$ cat config.mk
export PLATFORM = sky130hd
export DESIGN_NAME = write_ram_mem_flat
export DESIGN_NICKNAME = d
export VERILOG_FILES = /design/src/rtl/write_ram_mem_if.sv /design/src/rtl/write_ram_mem.sv /design/src/flat_wrapper.sv
export SDC_FILE = /design/constraint.sdc
export NUM_CORES = 1
export LEC_CHECK = 0
export ABC_CLOCK_PERIOD_IN_PS = 3460
export BUFFER_PORTS_ARGS = -buffer_cell sky130_fd_sc_hd__buf_2
export CAP_MARGIN = 30
export CORE_UTILIZATION = 45
export CTS_CLUSTER_DIAMETER = 200
export CTS_CLUSTER_SIZE = 40
export DETAILED_ROUTE_END_ITERATION = 10
export GPL_TIMING_DRIVEN = 0
export HOLD_SLACK_MARGIN = 0.03
export PLACE_DENSITY = 0.78
export SYNTH_ARGS = -nofsm -noshare
export SYNTH_HDL_FRONTEND = slang
export SYNTH_SLANG_ARGS = --single-unit
$ cat constraint.sdc
create_clock -name clk -period 3.46 [get_ports clk]
set_input_delay 1.038 -clock clk [delete_from_list [all_inputs] [get_ports clk]]
set_output_delay 1.038 -clock clk [all_outputs]
set_load 0.05 [all_outputs]
$ cat src/rtl/write_ram_mem_if.sv
// rtl/write_ram_mem_if.sv - job/RAM-port bundle for the 32-byte message RAM writer
//
// Purpose: groups the job handshake (start, msg_in, busy, done, valid,
// bad_index) and the single-port RAM write port (address, ram_data, wren).
//   master : key-search controller side (drives start/msg_in, observes the rest)
//   slave  : write_ram_mem side
interface write_ram_mem_if #(
  parameter int DEPTH  = 32,
  parameter int ADDR_W = 5
);
  logic                    start;
  logic [DEPTH-1:0][7:0]   msg_in;
  logic [ADDR_W-1:0]       address;
  logic [7:0]              ram_data;
  logic                    wren;
  logic                    busy;
  logic                    done;
  logic                    valid;
  logic [ADDR_W-1:0]       bad_index;

  modport master (
    output start, msg_in,
    input  address, ram_data, wren, busy, done, valid, bad_index
  );

  modport slave (
    input  start, msg_in,
    output address, ram_data, wren, busy, done, valid, bad_index
  );
endinterface

$ cat src/rtl/write_ram_mem.sv
// rtl/write_ram_mem.sv - writes a DEPTH-byte message into RAM while checking the plaintext alphabet
//
// Purpose: on a rising edge of start (from IDLE or DONE) snapshots msg_in and
// writes it byte-by-byte (one WRITE + one NEXT cycle per byte) into a
// single-port RAM, flagging the first byte outside {a-z, space}.
// Ports:
//   clk    : clock
//   reset  : synchronous, active-high
//   bus    : write_ram_mem_if.slave
//            start in, msg_in in, address/ram_data/wren out (RAM port),
//            busy/done/valid/bad_index out (job status)
module write_ram_mem #(
  parameter int DEPTH        = 32,
  parameter int ADDR_W       = 5,
  parameter bit CHECK_EN     = 1'b1,
  parameter bit ABORT_ON_BAD = 1'b1
) (
  input  logic             clk,
  input  logic             reset,
  write_ram_mem_if.slave   bus
);

  typedef enum logic [1:0] {
    IDLE  = 2'd0,
    WRITE = 2'd1,
    NEXT  = 2'd2,
    DONE  = 2'd3
  } state_t;

  localparam logic [ADDR_W-1:0] LAST = ADDR_W'(DEPTH - 1);

  state_t                state, state_n;
  logic                  start_q;
  logic [DEPTH-1:0][7:0] snap;
  logic [ADDR_W-1:0]     idx;
  logic [ADDR_W-1:0]     idx_inc;
  logic [ADDR_W-1:0]     addr_r;
  logic [7:0]            data_r;
  logic                  bad_r;
  logic [ADDR_W-1:0]     bad_idx_r;
  logic [7:0]            cur_byte;
  logic                  launch;
  logic                  byte_bad;
  logic                  first_bad;

  // Launch only on a start edge while parked; edges during a job are dropped.
  assign launch   = bus.start && !start_q && (state == IDLE || state == DONE);
  assign cur_byte = snap[idx];
  assign idx_inc  = idx + 1'b1;
  assign byte_bad = !(((cur_byte >= 8'h61) && (cur_byte <= 8'h7A)) || (cur_byte == 8'h20));
  // Only the first illegal byte of a job is recorded.
  assign first_bad = CHECK_EN && (state == WRITE) && byte_bad && !bad_r;

  always_ff @(posedge clk) begin
    if (reset) begin
      state <= IDLE;
    end else begin
      state <= state_n;
    end
  end

  always_comb begin
    state_n   = state;
    bus.wren  = 1'b0;
    bus.busy  = 1'b0;
    bus.done  = 1'b0;
    bus.valid = 1'b0;
    case (state)
      IDLE: begin
        if (launch) state_n = WRITE;
      end
      WRITE: begin
        bus.wren = 1'b1;
        bus.busy = 1'b1;
        if (first_bad && ABORT_ON_BAD) state_n = DONE;
        else                           state_n = NEXT;
      end
      NEXT: begin
        bus.busy = 1'b1;
        if (idx == LAST) state_n = DONE;
        else             state_n = WRITE;
      end
      DONE: begin
        bus.done  = 1'b1;
        bus.valid = !bad_r;
        if (launch) state_n = WRITE;
      end
      default: state_n = IDLE;
    endcase
  end

  // address/ram_data are loaded on the way into WRITE so they are stable for
  // the whole WRITE cycle and simply hold afterwards.
  always_ff @(posedge clk) begin
    if (reset) begin
      start_q   <= 1'b0;
      snap      <= '0;
      idx       <= '0;
      addr_r    <= '0;
      data_r    <= '0;
      bad_r     <= 1'b0;
      bad_idx_r <= '0;
    end else begin
      start_q <= bus.start;
      if (launch) begin
        snap      <= bus.msg_in;
        idx       <= '0;
        addr_r    <= '0;
        data_r    <= bus.msg_in[0];
        bad_r     <= 1'b0;
        bad_idx_r <= '0;
      end else begin
        if (first_bad) begin
          bad_r     <= 1'b1;
          bad_idx_r <= idx;
        end
        if (state == NEXT && idx != LAST) begin
          idx    <= idx_inc;
          addr_r <= idx_inc;
          data_r <= snap[idx_inc];
        end
      end
    end
  end

  assign bus.address   = addr_r;
  assign bus.ram_data  = data_r;
  assign bus.bad_index = bad_idx_r;

endmodule

$ cat src/flat_wrapper.sv
// flat-port wrapper written by rule: the top's interface ports become plain ports
module write_ram_mem_flat 
#(
  parameter int DEPTH        = 32,
  parameter int ADDR_W       = 5,
  parameter bit CHECK_EN     = 1'b1,
  parameter bit ABORT_ON_BAD = 1'b1
)
  (clk, reset, bus_start, bus_msg_in, bus_address, bus_ram_data, bus_wren, bus_busy, bus_done, bus_valid, bus_bad_index);
  write_ram_mem_if #(.DEPTH(DEPTH), .ADDR_W(ADDR_W)) bus_i ();
  input  logic clk;
  input  logic reset;
  input wire logic [$bits(bus_i.start)-1:0] bus_start;
  input wire logic [$bits(bus_i.msg_in)-1:0] bus_msg_in;
  output wire logic [$bits(bus_i.address)-1:0] bus_address;
  output wire logic [$bits(bus_i.ram_data)-1:0] bus_ram_data;
  output wire logic [$bits(bus_i.wren)-1:0] bus_wren;
  output wire logic [$bits(bus_i.busy)-1:0] bus_busy;
  output wire logic [$bits(bus_i.done)-1:0] bus_done;
  output wire logic [$bits(bus_i.valid)-1:0] bus_valid;
  output wire logic [$bits(bus_i.bad_index)-1:0] bus_bad_index;
  assign bus_i.start = bus_start;
  assign bus_i.msg_in = bus_msg_in;
  assign bus_address = bus_i.address;
  assign bus_ram_data = bus_i.ram_data;
  assign bus_wren = bus_i.wren;
  assign bus_busy = bus_i.busy;
  assign bus_done = bus_i.done;
  assign bus_valid = bus_i.valid;
  assign bus_bad_index = bus_i.bad_index;
  write_ram_mem #(.DEPTH(DEPTH), .ADDR_W(ADDR_W), .CHECK_EN(CHECK_EN), .ABORT_ON_BAD(ABORT_ON_BAD)) u_core (.clk(clk), .reset(reset), .bus(bus_i));
endmodule
==> results.py <==
metrics = {
    "outcome": {
        "run_status": "finished clean",
    },
    "power": {
        "power.density_mw_per_mm2": 650,
        "p_sw_uw": 4440,
        "ir_drop_mv": 0.389,
        "swShare_pct": 42.1,
        "intPower_uw": 6120,
        "total_leakage_power_uw": 0.00600,
        "power_frac_comb_pct": 43.3,
        "power.share.clock_pct": 15.2,
        "pwr-share-seq_pct": 41.5,
    },
    "die": {
        "die_w_um": 178,
        "rows": 64,
        "dieHeight_um": 178,
        "dieArea_sq_mm": 0.0317,
        "core_sq_mm": 0.0305,
        "start_util_pct": 45.7,
        "io_pins": 281,
    },
    "timing": {
        "whs_ps": 478,
        "tightest_slew_ps": 1040,
        "fin_ws_ps": 12.6,
        "finalHoldViolations": 0,
        "rsz0062_at_grt": "no",
        "layout_worst_path_cycle_share_pct": 99.6,
        "fin_setup_tns_ps": 0,
        "slew_headroom_pct": 31.0,
        "finalSetupViolations": 0,
        "skew_ps": 25.5,
        "fmax_mhz": 290,
        "finalMaxSlewViolations": 0,
        "fin_crit_ps": 3450,
    },
    "hold_path": {
        "hold_path_depth": 2,
        "min_to": "u_core.snap[102]$_SDFFE_PP0P_",
        "worstHoldStart": "u_core.snap[102]$_SDFFE_PP0P_",
        "hold_class": "register to register",
    },
    "run": {
        "drv_cap": 0,
    },
    "placement": {
        "dpl_cell_area_sq_mm": 0.0159,
        "hpwl_um": 42100,
        "io_buffers": 279,
        "post-place-ws_ps": -833,
        "gp_congestion": 1.00,
    },
    "setup_path": {
        "critPathMaxFanout": 10,
        "r2r_end": "u_core.bus.ram_data[3]$_SDFFE_PP0P_",
        "r2r-start": "u_core.idx[0]$_SDFFE_PP0P_",
        "ff2ff_path_depth": 12,
        "path_class": "register to register",
        "cp-start-kind": "register",
        "critPathRequiredTime_ps": 3850,
        "rrSetupSlack_ps": 10,
        "crit_arrival_ps": 3840,
        "end_kind": "register",
    },
    "detailed_routing": {
        "drt_wl_total_um": 54300,
        "ant_nets": 0,
        "first_pass_iters": 6,
        "drc": 0,
        "via_count": 13600,
        "routed_via_density": 5.96,
        "drtIter0Drc": 1432,
        "wl_per_cell_um": 23.7,
    },
    "global_routing": {
        "grt_max_degree": 41,
        "antenna_found_initial": 0,
        "gr-total-overflow": 0,
        "grt_pass1_vias": 12600,
        "track_usage_pct": 33.9,
        "grt_pass1_wl_um": 78000,
    },
    "layout": {
        "final_nets": 2157,
        "nFillCells": 2828,
        "multi_input_comb_area_sq_mm": 0.00767,
        "final_area_sq_mm": 0.0162,
        "n_antenna_cell": 0,
        "area_growth_pct": 16.4,
        "seq_area_sq_mm": 0.00557,
        "drive_gt1_share_pct": 23.9,
        "fin_util_pct": 53.2,
    },
    "clocking": {
        "cts_buffer_depth": 3,
        "clk_pin_slew_ps": 150,
        "cts_tree": "yes",
        "cts_hold_buf": 0,
        "clock_latency_ps": 520,
        "cts-root-buf": "clkbuf_16",
        "cts_setup_buffers": 0,
        "ctsHtreeMaxLevel": 1,
        "clkSinkCount": 278,
        "numCtsBuffers": 10,
    },
    "logic_synthesis": {
        "ys_warn_count": 0,
        "yosysTopAreaCell": "dfxtp_1",
        "ys_seq_elements": 278,
        "syn_inst": 1599,
        "netlist_top_cells_count": "nand2_1 (544), a21oi_1 (281), dfxtp_1 (278)",
        "yosys-top-cells-area": "dfxtp_1 (40%), mux4_2 (15%), nand2_1 (15%), a21oi_1 (10%), mux2i_1 (5.5%)",
        "synth_edf_count": 0,
        "ys_types": 54,
        "yosys.cell_count.top_type": "nand2_1",
        "syn_nets": 1864,
        "async_flop_share_pct": 0,
        "synth_top_area_share_pct": 39.9,
        "avgSynthCellArea_sq_um": 8.72,
        "yosys_most_used_dff": "dfxtp_1",
        "ys_seq_area_share_pct": 39.9,
        "netlist_area_sq_mm": 0.0139,
    },
}
-- worst max-delay path, cell delays in order (launching register included) --
cell and delay (ps):
dfxtp_1 440, buf_6 200, buf_8 190, buf_4 270
buf_4 250, buf_4 260, buf_4 260, mux4_2 370
mux4_2 490, mux2i_2 250, nand2_1 110, o211ai_1 130
a21oi_1 90
-- how the worst max path moves through the flow --
stage	startpoint	end	slack (ps)
2_1_floorplan	u_core.idx[1]$_SDFFE_PP0P_	u_core.bus.ram_data[5]$_SDFFE_PP0P_	120
3_3_place_gp	u_core.idx[1]$_SDFFE_PP0P_	u_core.bus.ram_data[3]$_SDFFE_PP0P_	-850
3_5_place_dp	u_core.idx[1]$_SDFFE_PP0P_	u_core.bus.ram_data[5]$_SDFFE_PP0P_	-830
4_1_cts	u_core.idx[1]$_SDFFE_PP0P_	u_core.state[0]$_SDFFE_PP0P_	5
5_1_grt	u_core.idx[1]$_SDFFE_PP0P_	u_core.state[0]$_SDFFE_PP0P_	7
6_report	u_core.idx[0]$_SDFFE_PP0P_	u_core.bus.ram_data[3]$_SDFFE_PP0P_	10
-- timing repair --
item | in CTS | in global routing
resized for setup | 25 | 14
endpoints found under the setup margin | 10 | 14
pin swaps | 0 | 1
-- per-stage QoR --
step,power [uW],instances
3_3_place_gp,8690,2274
5_1_grt,11000,2288
6_report,10600,2288
4_1_cts,10400,2288
3_5_place_dp,8810,2277
2_1_floorplan,7230,1599
-- cell type report --
cell class / instances / area share, %
clock buffers: 12 / 1.78
well taps: 396 / 3.05
inverters: 18 / 0.416
flip-flops and latches: 278 / 34.3
plain buffers: 133 / 4.37
repair buffers: 282 / 8.81
multi-input cells: 1169 / 47.3
-- cell families (layout without fill, tap and decap cells) --
logic type / Yosys count / count (layout) / synth area share [%]
flops: 278 / 278 / 39.9
buf+inv: 152 / 445 / 5.15
xor+xnor: 5 / 5 / 0.314
mux: 178 / 178 / 21.7
compound gates: 360 / 360 / 14.7
fa+ha+maj: 6 / 6 / 0.538
simple gates: 620 / 620 / 17.7
-- layout by cell type, fill, tap and decap left out, types with 4 or more instances in the layout --
master     Yosys  layout
a221oi_1       6       6
clkbuf_2       0       7
a21oi_1      281     281
clkbuf_16      0      11
a31oi_1        4       4
mux2i_1       76      74
xor2_1         4       4
buf_2         16     284
buf_8          2       4
nor2b_1       10      10
mux4_1         6       6
dfxtp_1      278     277
a22oi_1       19      19
o21ai_2        4       4
o211ai_1      14      14
buf_4          4      12
inv_1         18      18
nand2_1      544     544
nand3_1       14      14
nor2_1        27      26
clkbuf_1      95      86
and3_1         4       4
a32oi_1       10      10
ha_1           6       6
mux2_2         5       5
o22ai_1        4       4
buf_1          5       4
mux4_2        91      91
buf_6         12      16
-- metal layers --
layer,wire length (um),vias to the layer above,global-route usage (%)
li1,-,6143,-
met3,5670,109,6.86
met4,1840,0,11.0
met2,24400,809,53.0
met5,0,-,0
met1,22400,6576,46.8
-- state kept, by name, indices dropped and copies added (netlist names) --
register / count
u_core.state: 2
u_core.snap: 256
u_core.idx: 5
u_core.bus.ram_data: 8
u_core.bad_r: 1
u_core.bus.bad_index: 5
u_core.start_q: 1
-- power groups by stage --
stage	sequential [uW]	combinational [uW]	clock [uW]
after floorplan	4310	2920	0
after CTS	4340	4450	1600
after detailed placement	4410	4400	0
after global placement	4380	4310	0
final	4380	4570	1600
after global routing	4420	4870	1710
(Power assumes the default switching activity.)
